[config.mk]
export PLATFORM = sky130hd
export DESIGN_NAME = game_sequencer
export DESIGN_NICKNAME = d
export VERILOG_FILES = /design/src/rtl/game_sequencer_pkg.sv /design/src/rtl/game_sequencer_frame_timer.sv /design/src/rtl/game_sequencer.sv
export SDC_FILE = /design/constraint.sdc
export NUM_CORES = 1
export LEC_CHECK = 0
export ABC_AREA = 1
export ABC_CLOCK_PERIOD_IN_PS = 1300
export BUFFER_PORTS_ARGS = -buffer_cell sky130_fd_sc_hd__clkbuf_2
export CORE_MARGIN = 2
export CORE_UTILIZATION = 51
export DETAILED_ROUTE_END_ITERATION = 10
export HOLD_SLACK_MARGIN = 0.02
export PLACE_DENSITY = 0.76
export RECOVER_POWER = 50
export SLEW_MARGIN = 40
export SYNTH_ARGS = -nofsm -noshare
export SYNTH_HDL_FRONTEND = slang
export SYNTH_HIERARCHICAL = 1
export SYNTH_SLANG_ARGS = --single-unit
[constraint.sdc]
create_clock -name clk -period 1.3 [get_ports clk]
set_input_delay 0.065 -clock clk [delete_from_list [all_inputs] [get_ports clk]]
set_output_delay 0.065 -clock clk [all_outputs]
set_load 0.05 [all_outputs]
[src/rtl/game_sequencer_pkg.sv]
// Shared breakout definitions: FSM state encoding, default grid/lives constants and
// the playfield geometry that the block/ball datapath also uses.
package game_sequencer_pkg;

    typedef enum logic [2:0] {
        ST_INIT      = 3'd0,
        ST_SERVE     = 3'd1,
        ST_PLAY      = 3'd2,
        ST_LOSE      = 3'd3,
        ST_GAME_OVER = 3'd4,
        ST_WIN       = 3'd5
    } state_t;

    localparam int GRID_ROWS       = 5;
    localparam int GRID_COLS       = 12;
    localparam int NUM_BLOCKS_DEF  = GRID_ROWS * GRID_COLS;
    localparam int START_LIVES_DEF = 3;

    // Playfield walls and floor in 640x480 pixel coordinates
    localparam int WALL_LEFT_X  = 8;
    localparam int WALL_RIGHT_X = 631;
    localparam int WALL_TOP_Y   = 8;
    localparam int FLOOR_Y      = 471;

endpackage

[src/rtl/game_sequencer_frame_timer.sv]
// Loadable down-counter advanced by frame_tick; done fires combinationally on the tick
// that takes the count from 1 to 0, so the FSM can act on that very frame.
module game_sequencer_frame_timer #(
    parameter int FRAMES = 60
) (
    input  logic clk,
    input  logic rst_n,
    input  logic load,
    input  logic tick,
    output logic done
);

    localparam int CW = $clog2(FRAMES + 1);
    localparam logic [CW-1:0] LOAD_VAL = CW'(FRAMES);

    logic [CW-1:0] count;

    assign done = tick && (count == CW'(1));

    always_ff @(posedge clk) begin
        if (!rst_n) begin
            count <= '0;
        end else if (load) begin
            count <= LOAD_VAL;
        end else if (tick && (count != '0)) begin
            count <= count - CW'(1);
        end
    end

endmodule

[src/rtl/game_sequencer.sv]
// Breakout game-flow controller: Moore FSM sequencing grid reset, serve, play,
// life loss and end of game; owns lives, score and blocks_left.
module game_sequencer
    import game_sequencer_pkg::*;
#(
    parameter int NUM_BLOCKS       = NUM_BLOCKS_DEF,
    parameter int START_LIVES      = START_LIVES_DEF,
    parameter int POINTS_PER_BLOCK = 10,
    parameter int SCORE_W          = 14,
    parameter int LOSE_FRAMES      = 60
) (
    input  logic               clk,
    input  logic               rst_n,
    input  logic               frame_tick,
    input  logic               start_btn,
    input  logic               block_hit,
    input  logic               floor_hit,
    output logic [2:0]         state,
    output logic               grid_reset,
    output logic               ball_serve,
    output logic               phys_en,
    output logic               paddle_en,
    output logic [2:0]         lives,
    output logic [SCORE_W-1:0] score,
    output logic [5:0]         blocks_left
);

    localparam logic [SCORE_W:0] PTS      = (SCORE_W + 1)'(POINTS_PER_BLOCK);
    localparam logic [2:0]       LIVES0   = 3'(START_LIVES);
    localparam logic [5:0]       BLOCKS0  = 6'(NUM_BLOCKS);

    state_t st;
    logic   win_now;
    logic   timer_load;
    logic   timer_done;

    function automatic logic [SCORE_W-1:0] add_points(input logic [SCORE_W-1:0] a);
        logic [SCORE_W:0] sum;
        sum = {1'b0, a} + PTS;
        return sum[SCORE_W] ? '1 : sum[SCORE_W-1:0];
    endfunction

    // The last block wins over a simultaneous floor hit
    assign win_now    = (blocks_left == 6'd0) || (block_hit && (blocks_left == 6'd1));
    assign timer_load = (st == ST_PLAY) && floor_hit && !win_now;
    assign state      = st;

    game_sequencer_frame_timer #(
        .FRAMES (LOSE_FRAMES)
    ) u_lose_timer (
        .clk   (clk),
        .rst_n (rst_n),
        .load  (timer_load),
        .tick  (frame_tick),
        .done  (timer_done)
    );

    always_ff @(posedge clk) begin
        if (!rst_n) begin
            st          <= ST_INIT;
            grid_reset  <= 1'b0;
            ball_serve  <= 1'b0;
            phys_en     <= 1'b0;
            paddle_en   <= 1'b0;
            lives       <= LIVES0;
            score       <= '0;
            blocks_left <= BLOCKS0;
        end else begin
            grid_reset <= 1'b0;
            ball_serve <= 1'b0;
            phys_en    <= 1'b0;
            case (st)
                ST_INIT: begin
                    grid_reset  <= 1'b1;
                    ball_serve  <= 1'b1;
                    paddle_en   <= 1'b1;
                    lives       <= LIVES0;
                    score       <= '0;
                    blocks_left <= BLOCKS0;
                    st          <= ST_SERVE;
                end
                ST_SERVE: begin
                    paddle_en <= 1'b1;
                    if (start_btn) st <= ST_PLAY;
                end
                ST_PLAY: begin
                    if (block_hit && (blocks_left != 6'd0)) begin
                        blocks_left <= blocks_left - 6'd1;
                        score       <= add_points(score);
                    end
                    if (win_now) begin
                        paddle_en <= 1'b0;
                        st        <= ST_WIN;
                    end else if (floor_hit) begin
                        if (lives != 3'd0) lives <= lives - 3'd1;
                        paddle_en <= 1'b0;
                        st        <= ST_LOSE;
                    end else begin
                        paddle_en <= 1'b1;
                        phys_en   <= frame_tick;
                    end
                end
                ST_LOSE: begin
                    paddle_en <= 1'b0;
                    if (timer_done) begin
                        if (lives == 3'd0) begin
                            st <= ST_GAME_OVER;
                        end else begin
                            ball_serve <= 1'b1;
                            paddle_en  <= 1'b1;
                            st         <= ST_SERVE;
                        end
                    end
                end
                ST_GAME_OVER, ST_WIN: begin
                    paddle_en <= 1'b0;
                    if (start_btn) st <= ST_INIT;
                end
                default: begin
                    paddle_en <= 1'b0;
                    st        <= ST_INIT;
                end
            endcase
        end
    end

endmodule

==> summary.md, run 1 <==
| Metric | Value |
|---|---|
| Drt total wl | around 5900 um |
| Vias in the first global route | 2,285 |
| Crit start category | flip-flop |
| Mapped Cells | between 300 and 400 |
| Share of the synthesized area in the top cell type | 0.3193 |
| Initial DRC count | 197 |
| Yosys cell types | 35 |
| DRT Pass-1 Iters | 4 |
| Num CTS Buffers | 5 |
| Buffer and inverter count on the worst path | 1 |
| CTS tree | done |
| Worst VDD drop | roughly 1.7 mV |
| Setup crit end kind | flip-flop |
| Synth warn | 6 |
| Pins over their slew limit | 0 |
| Initial antenna violation count | 0 |
| Sequential area share after synthesis | 0.3193 |
| Outcome | finished, violations left |
| Die height | approximately 71 um |
| Pwr dens | approximately 1900 nW/um2 |
| Post-layout min period | 1.357 ns |
| Largest net degree at the start of global routing | 18 |
| Fmax | roughly 0.74 GHz |
| Clk_lat worst skew | 0.30 ns |
| Largest delay share family, worst path | simple AND/OR/NAND/NOR gates |
| Crit-path max cell delay | around 0.36 ns |
| CP Cell Sequence | inv_6 > ha_4 > a21oi_4 > nor2_4 > nand2_1 > o21ai_0 > nand2_1 > a21oi_2 |
| Failing checks | negative setup slack |
| Slowest library cell on the worst path | dfxtp_4 |
| Worst Hold Class | input pin to flip-flop |
| Starting Density | 0.5256 |
| Reg clk slew, reported paths | 0.07 ns |
| Worst path arrival time | roughly 1.6 ns |
| Layout cells sized above 1 | 0.4081 |
| Count leader, synth | nand2_1 |
| # DRC | 0 |
| Io pins | 36 |
| Vias/cell | 5.314 |
| Total grt overflow | 0 |
| Ant diodes | 0 |
| Drt wl/cell | ~13 um |
| Die X | 70.53 um |
| H-tree depth | 2 |
| Core area | between 4000 and 5000 um2 |
| Final Cycle Share | 1.044 |
| Synthesized area per cell | 6.945 um2 |
| Least-Margin Pin Slew | a little under 0.6 ns |
| Final setup TNS | -0.3503 ns |
| Final #Nets | 410 |
| R2R Setup Slk | -0.06 ns |
| Remaining antenna violation count | 0 |
| Critical path's most frequent cell | nand2_1 |
| First-pass GRT wire length | a little over 10,000 um |
| Worst Clk Skew | between 0.002 and 0.0025 ns |
| Critical path class | flip-flop to flip-flop |
| Number of max-cap violations | 0 |
| Final worst slack | -0.05748 ns |
| Worst Path Max Fanout | 4 |
| Syn_nets | about 340 |
| Die footprint | 4974 um2 |
| #FFs+latches synth | 36 |
| Overall Global Routing Usage | 0.2527 |
| Final core utilization | 0.7179 |
| Clk buf depth | 2 |
| Fin. Hold Viols | 0 |
| FFs w/ async S/R, synth | 0 |
| Hold_buf cts | 0 |
| Ranking of synthesized cells by area | dfxtp_1 32%, nand2_1 11%, nand3_1 8.9% |
| Port Buffers | 35 |
| Ys flop type | dfxtp_1 |
| Synth-to-Final Area Change | 36.59% |
| CTS Root Buffer Type | clkbuf_8 |
| Row cnt | 24 |
| Post-Syn Area | roughly 2300 um2 |
| Leakage | 1.317 nW |
| Most common library cells after synthesis | 64 x nand2_1, 40 x inv_1, 40 x nand3_1 |
| WP data required | about 1.5 ns |
| Post-synth top area cell | dfxtp_1 |
| Via count | 2,386 |
| GP Congestion | around 0.94 |
| EDFF count, synth | 0 |
| DP HPWL | 4279 um |
| RSZ-0062 raised after global routing | yes |
| Total clock sinks | 36 |
| Max-slew headroom | 0.6066 |
| Final setup violation count | 17 |
## what timing repair did
item	in CTS	in global routing
gates resized for setup	13	26
pin swaps	8	14
setup endpoints to repair	14	33
setup buffers	3	2
## tightest hold or removal path, delay by kind of cell
| kind | cells | cell delay, ns |
|---|---|---|
| buf+inv | 2 | 0.13 |
| compound gates | 2 | 0.18 |
## power by group
group,internal [mW],switching [mW]
combinational,1.25,2.29
clock,0.373,0.415
sequential,1.42,0.239
total,3.04,2.94
## final timing paths
kind                          startpoint  depth (start not counted)               endpoint
max          blocks_left[1]$_SDFFE_PN0P_                          8  state[2]$_SDFFE_PN0P_
min                            start_btn                          4  state[2]$_SDFFE_PN0P_
max reg2reg  blocks_left[1]$_SDFFE_PN0P_                          8  state[2]$_SDFFE_PN0P_
min reg2reg        score[0]$_SDFFE_PN0P_                          1  score[0]$_SDFFE_PN0P_
## flip-flops by register name, summed over array words and instances, names as in the netlist
name,flops
score,14
blocks_left,6
u_lose_timer/count,6
lives,3
state,3
ball_serve,1
grid_reset,1
paddle_en,1
phys_en,1
## cell families after synthesis
logic type | synth area share
adder cells (fa/ha/maj) | 0.04435
AND/OR/NAND/NOR | 0.3819
XOR/XNOR | 0.01164
flip-flops | 0.3193
buffers and inverters | 0.1031
AO/OA/AOI/OAI | 0.1397
## metrics by stage
stage	power [mW]	hold slack [ns]	area, um2	setup WS (ns)	instances
after CTS	5.763	0.07559	2997	-0.04530	447
after global placement	4.797	0.3850	2849	-0.008441	436
after detailed placement	4.882	0.3879	2849	-0.08854	436
final	5.981	0.1173	3083	-0.05748	449
after global routing	6.398	0.1549	3083	-0.1415	449
after floorplan	3.982	0.1626	2416	-0.06543	325
## cells in the final DEF, fill, tap and decap left out, types with 2 or more instances in the layout
master and count:
a21oi_1 15, a21oi_2 8, a31oi_1 2, buf_4 35, clkbuf_1 11, clkbuf_2 25, clkbuf_8 5, dfxtp_1 13
dfxtp_2 11, dfxtp_4 12, ha_4 7, inv_1 31, inv_2 8, inv_4 4, nand2_1 61, nand2_2 6
nand2_4 6, nand3_1 36, nand3_2 3, nand3_4 3, nand4_1 8, nor2_1 30, nor2_2 7, nor2_4 9
o211ai_1 4, o21a_1 2, o21ai_0 7, o21ai_1 7, o21ai_2 5, xor2_1 2
## routing by layer
layer | track usage | vias to the layer above | routed length [um]
met5 | 0 | - | 0
met4 | 0.08120 | 0 | 95
met3 | 0.04329 | 12 | 282
met2 | 0.4161 | 65 | 2821
met1 | 0.3369 | 1103 | 2744
li1 | - | 1206 | -
## cell type report
class,count,area [um2]
fillers,357,1211
flip-flops and latches,36,779.5
multi-input cells,236,1516
clock inverters,1,3.754
well taps,52,65.06
inverters,45,185.2
clock buffers,7,76.32
repair buffers,72,456.7
No activity file was read; power rests on OpenSTA's default activity.
==> inputs of run 2 (changes only) <==
--- a/config.mk
+++ b/config.mk
@@ -9,10 +9,12 @@
 export ABC_CLOCK_PERIOD_IN_PS = 1300
 export BUFFER_PORTS_ARGS = -buffer_cell sky130_fd_sc_hd__clkbuf_2
 export CORE_MARGIN = 2
-export CORE_UTILIZATION = 51
+export CORE_UTILIZATION = 45
+export CTS_BUF_LIST = sky130_fd_sc_hd__clkbuf_8 sky130_fd_sc_hd__clkbuf_16
 export DETAILED_ROUTE_END_ITERATION = 10
 export HOLD_SLACK_MARGIN = 0.02
-export PLACE_DENSITY = 0.76
+export MAX_ROUTING_LAYER = met4
+export PLACE_DENSITY = 0.68
 export RECOVER_POWER = 50
 export SLEW_MARGIN = 40
 export SYNTH_ARGS = -nofsm -noshare
==> summary.md, run 2 (synthesis gave the netlist of run 1 again) <==
| Metric | Value |
|---|---|
| CTS tree | done |
| Port Buffers | 35 |
| Num CTS Buffers | 5 |
| Hold_sp | start_btn |
| H-tree depth | 2 |
| Setup crit end kind | flip-flop |
| Starting Density | 0.4716 |
| R2R Setup Slk | -0.04 ns |
| Fin. Hold Viols | 0 |
| Top reg by flops | score |
| Layout cells sized above 1 | 0.4453 |
| Max-slew headroom | 0.6027 |
| Vias in the first global route | 2,125 |
| Crit start category | flip-flop |
| Worst Clk Skew | between 0.007 and 0.008 ns |
| First-pass GRT wire length | 9439 um |
| Leakage | 1.378 nW |
| Reg clk slew, reported paths | approximately 0.08 ns |
| Outcome | finished, violations left |
| # DRC | 0 |
| DP HPWL | 4254 um |
| Pins over their slew limit | 0 |
| Most frequent cells in the layout | 60 x nand2_1, 39 x buf_4, 36 x nand3_1, 31 x inv_1 |
| Total grt overflow | 0 |
| Least-Margin Pin Slew | about 0.6 ns |
| Initial DRC count | a little over 90 |
| Ant diodes | 0 |
| DRT Pass-1 Iters | 4 |
| Number of max-cap violations | 0 |
| Initial antenna violation count | 0 |
| Drt total wl | 5885 um |
| Commonest non-fill, non-tap cell in the layout | nand2_1 |
| Worst path arrival time | ~1.6 ns |
| Post-layout min period | roughly 1.3 ns |
| Worst Path Max Fanout | 4 |
| Fmax | ~0.75 GHz |
| Largest net degree at the start of global routing | 18 |
| Critical R2R Capture | phys_en$_SDFF_PP0_ |
| Placed cell count | 453 |
| Worst Setup SP | blocks_left[0]$_SDFFE_PN0P_ |
| Final #Nets | roughly 420 |
| Failing checks | negative setup slack |
| Io pins | 36 |
| Worst hold path endpoint | state[2]$_SDFFE_PN0P_ |
| Final worst slack | -0.03931 ns |
| Vias/cell | 5.087 |
| Final setup violation count | 17 |
| Drt wl/cell | 12.55 um |
| WP data required | roughly 1.5 ns |
| Total clock sinks | 36 |
| Clk_lat worst skew | around 0.30 ns |
| Non-Filler Instances | about 470 |
| Core area | roughly 4800 um2 |
| Die X | around 75 um |
| Hold path cells | 4 |
| Clk buf depth | 2 |
| Design area | between 3000 and 4000 um2 |
| Regs by FF count | score: 14 flops, blocks_left: 6 flops, u_lose_timer/count: 6 flops |
| Critical path class | flip-flop to flip-flop |
| GP Congestion | 0.9080 |
| Pwr dens | a little under 2000 nW/um2 |
| Largest register FFs | 14 |
| R2R depth | 9 |
| Remaining antenna violation count | 0 |
| Synth-to-Final Area Change | 40.85% |
| Hold_buf cts | 0 |
| Die footprint | 5599 um2 |
| Final Cycle Share | 1.030 |
| Dpl cell area | 2883 um2 |
| Worst VDD drop | around 1.2 mV |
| Worst Hold Class | input pin to flip-flop |
| Overall Global Routing Usage | 0.2248 |
| RSZ-0062 raised after global routing | yes |
| Reg-to-reg critical path startpoint | blocks_left[0]$_SDFFE_PN0P_ |
| Row cnt | 25 |
| Via count | 2,386 |
| CTS Root Buffer Type | clkbuf_8 |
| Die height | between 70 and 80 um |
## run 2: changes by cell type in the layout (fill, tap and decap cells not counted), moves of 2 or more
cell	delta
nand2_2	+2
clkbuf_1	-6
dfxtp_4	+2
clkbuf_2	+5
o21ai_1	-2
o21ai_2	+2
dfxtp_1	-2
inv_4	+2
buf_4	+4
nand2_4	-2
clkbuf_8	+2
## run 2: worst max path at each step
| stage | end | cells past startpoint | slack, ns |
|---|---|---|---|
| after floorplan | score[9]$_SDFFE_PN0P_ | 9 | -0.07 |
| after CTS | u_lose_timer/count[2]$_SDFFE_PN0P_ | 8 | -0.03 |
| after detailed placement | lives[0]$_SDFFE_PN1P_ | 9 | -0.04 |
| final | phys_en$_SDFF_PP0_ | 9 | -0.04 |
| after global routing | blocks_left[1]$_SDFFE_PN0P_ | 8 | -0.13 |
| after global placement | lives[0]$_SDFFE_PN1P_ | 10 | -0.003 |
## run 2: critical path, cell delays in order (launching register included)
cell     delay (ns)
dfxtp_4        0.38
inv_4          0.05
ha_4           0.16
a21oi_2        0.16
nor2_4         0.07
inv_2          0.06
nand2_2        0.07
buf_4          0.15
buf_4          0.12
nor2_1         0.06
## run 2: repair_timing
item / 4_1_cts / 5_1_grt
gates resized for setup: 14 / 28
pin swaps: 10 / 20
buffers inserted: 3 / 5
endpoints found under the setup margin: 9 / 33
## run 2: final cells by class
class	instances	area, um2
Tap cell	67	83.83
Clock buffer	7	96.34
Inverter	45	185.2
Fill cell	428	1607
Multi-Input combinational cell	236	1519
Clock inverter	1	3.754
Sequential cell	36	787.0
Timing Repair Buffer	77	504.2
## run 2: power by group
part	switching, mW	total [mW]	internal [mW]
sequential	0.245	1.66	1.41
combinational	2.34	3.74	1.40
clock	0.405	0.881	0.476
total	2.99	6.28	3.29
## run 2: metal layers
layer | part of all wire | track usage | vias to the layer above
li1 | - | - | 1219
met1 | 0.44 | 0.2863 | 1080
met2 | 0.48 | 0.3499 | 76
met3 | 0.063 | 0.04953 | 11
met4 | 0.020 | 0.08135 | 0
met5 | 0 | - | -
## run 2: stage by stage
step | utilization | worst slack, ns | total power, mW | hold slack [ns] | setup TNS (ns)
finish | 0.6643 | -0.03931 | 6.283 | 0.06527 | -0.3398
global route | 0.6643 | -0.1272 | 6.754 | 0.07735 | -2.502
CTS | 0.6387 | -0.03095 | 5.935 | 0.05094 | -0.1662
detailed placement | 0.6024 | -0.03677 | 4.892 | 0.3752 | -0.1111
global placement | 0.6024 | -0.002771 | 4.853 | 0.3779 | -0.004518
floorplan | - | -0.06543 | 3.982 | 0.1626 | -0.5823
==> inputs of run 3 (changes only) <==
--- a/config.mk
+++ b/config.mk
@@ -10,7 +10,8 @@
 export BUFFER_PORTS_ARGS = -buffer_cell sky130_fd_sc_hd__clkbuf_2
 export CORE_MARGIN = 2
 export CORE_UTILIZATION = 45
-export CTS_BUF_LIST = sky130_fd_sc_hd__clkbuf_8 sky130_fd_sc_hd__clkbuf_16
+export CTS_BUF_LIST = sky130_fd_sc_hd__clkbuf_2 sky130_fd_sc_hd__clkbuf_4 sky130_fd_sc_hd__clkbuf_8
+export CTS_CLUSTER_SIZE = 12
 export DETAILED_ROUTE_END_ITERATION = 10
 export HOLD_SLACK_MARGIN = 0.02
 export MAX_ROUTING_LAYER = met4
==> summary.md, run 3 (synthesis gave the netlist of run 1 again) <==
| Metric | Value |
|---|---|
| Crit start category | flip-flop |
| First-pass GRT wire length | approximately 9400 um |
| Worst path arrival time | roughly 1.6 ns |
| CTS tree | done |
| Final setup violation count | 17 |
| Commonest non-fill, non-tap cell in the layout | nand2_1 |
| DP HPWL | approximately 4300 um |
| Die footprint | ~5600 um2 |
| WP data required | 1.54 ns |
| Synth-to-Final Area Change | 40.80% |
| Hold_sp | start_btn |
| Placed cell count | 453 |
| Worst VDD drop | between 1 and 1.5 mV |
| Total grt overflow | 0 |
| Top reg by flops | score |
| Drt total wl | a little under 6000 um |
| Non-Filler Instances | 469 |
| Overall Global Routing Usage | 0.2245 |
| Num CTS Buffers | 5 |
| Final worst slack | -0.03627 ns |
| Vias/cell | slightly above 5 |
| Setup crit end kind | flip-flop |
| Total clock sinks | 36 |
| Core area | 4786 um2 |
| Die height | around 75 um |
| Number of max-cap violations | 0 |
| Hold slack | around 0.066 ns |
| Ant diodes | 0 |
| Initial DRC count | 110 |
| Layout cells sized above 1 | 0.4478 |
| RSZ-0062 raised after global routing | yes |
| Via count | 2,378 |
| Leakage | between 1 and 1.5 nW |
| Fin. Hold Viols | 0 |
| Critical path class | flip-flop to flip-flop |
| Worst Hold Class | input pin to flip-flop |
| Final #Nets | slightly above 400 |
| Post-layout min period | 1.336 ns |
| Pins over their slew limit | 0 |
| Remaining antenna violation count | 0 |
| Vias in the first global route | ~2,100 |
| Clk_lat worst skew | 0.30 ns |
| Pwr dens | ~2000 nW/um2 |
| Hold_buf cts | 0 |
| Drt wl/cell | 12.57 um |
| Worst Clk Skew | ~0.0084 ns |
| Reg-to-reg critical path startpoint | blocks_left[0]$_SDFFE_PN0P_ |
| Least-Margin Pin Slew | 0.5986 ns |
| GP Congestion | between 0.9 and 1 |
| Max-slew headroom | 0.6027 |
| Most frequent cells in the layout | 60 x nand2_1, 39 x buf_4, 36 x nand3_1 |
| Comb pwr share | 0.593 |
| Worst Setup SP | blocks_left[0]$_SDFFE_PN0P_ |
| Initial antenna violation count | 0 |
| # DRC | 0 |
| Port Buffers | 35 |
| Row cnt | 25 |
| Worst Path Max Fanout | 4 |
| Largest register FFs | 14 |
| Switch share | 0.4741 |
| Fill cells | approximately 430 |
| Failing checks | negative setup slack |
| Sequential power share | 0.263 |
| CTS Root Buffer Type | clkbuf_8 |
| Pwr Total | between 6 and 7 mW |
| Clk pwr share | 0.145 |
| Largest net degree at the start of global routing | 18 |
| Regs by FF count | score: 14 flops, blocks_left: 6 flops, u_lose_timer/count: 6 flops |
| Final core utilization | 0.6641 |
| Final Cycle Share | 1.028 |
| Fmax | 0.7484 GHz |
| Outcome | finished, violations left |
| Die X | 74.83 um |
| Clk buf depth | 2 |
| Switching power | ~3 mW |
| Reg clk slew, reported paths | about 0.08 ns |
| DRT Pass-1 Iters | 5 |
| Internal Pwr Total | roughly 3.3 mW |
| Starting Density | 0.4716 |
| H-tree depth | 2 |
| Io pins | 36 |
## run 3: cell count changes in the layout (fill, tap and decap cells not counted), sizes merged
cell    change
clkbuf      +1
inv         -1
## run 3: final cells by class
class	count	area (um2)	share of cell area
multi-input combinational	236	1514	0.4764
clock buffer	8	103.9	0.03268
timing repair buffer	77	504.2	0.1587
sequential	36	787.0	0.2476
inverter	45	185.2	0.05827
tap	67	83.83	0.02638
## run 3: path summary, 6_finish.rpt
path / cells after the start / slack [ns] / endpoint
worst min register to register: 2 / 0.51 / score[3]$_SDFFE_PN0P_
worst max-delay path: 9 / -0.04 / phys_en$_SDFF_PP0_
worst min-delay path: 4 / 0.07 / state[2]$_SDFFE_PN0P_
worst max register to register: 9 / -0.04 / phys_en$_SDFF_PP0_
## run 3: power by group through the flow
stage	combinational (mW)	clock, mW	sequential (mW)
5_1_grt	4.10	0.972	1.70
3_3_place_gp	3.21	0	1.64
2_1_floorplan	1.72	0	2.27
6_report	3.74	0.912	1.66
4_1_cts	3.38	0.937	1.65
3_5_place_dp	3.24	0	1.65
## run 3: worst max-delay path, stage by stage (launching register included)
cell     delay (ns)
dfxtp_4        0.38
inv_4          0.04
ha_4           0.16
a21oi_2        0.16
nor2_4         0.07
inv_2          0.06
nand2_2        0.07
buf_4          0.14
buf_4          0.12
nor2_1         0.06
## run 3: routing by layer
metal  wire (um)  track usage
met1        2609       0.2855
met5           0            -
met2        2832       0.3499
met4         118      0.08135
met3         332      0.04953
## run 3: per-stage QoR
stage	area (um2)	setup TNS [ns]	setup WS, ns
finish	3178	-0.3476	-0.03627
global route	3178	-2.436	-0.1270
CTS	3060	-0.1670	-0.03096
detailed placement	2883	-0.1111	-0.03677
global placement	2883	-0.004518	-0.002771
floorplan	2416	-0.5823	-0.06543
## run 3: timing repair
action | in CTS | in global routing
endpoints found under the hold margin | 0 | 0
pin swaps | 10 | 20
endpoints found under the setup margin | 9 | 33
buffers inserted | 3 | 5
resized for setup | 14 | 27
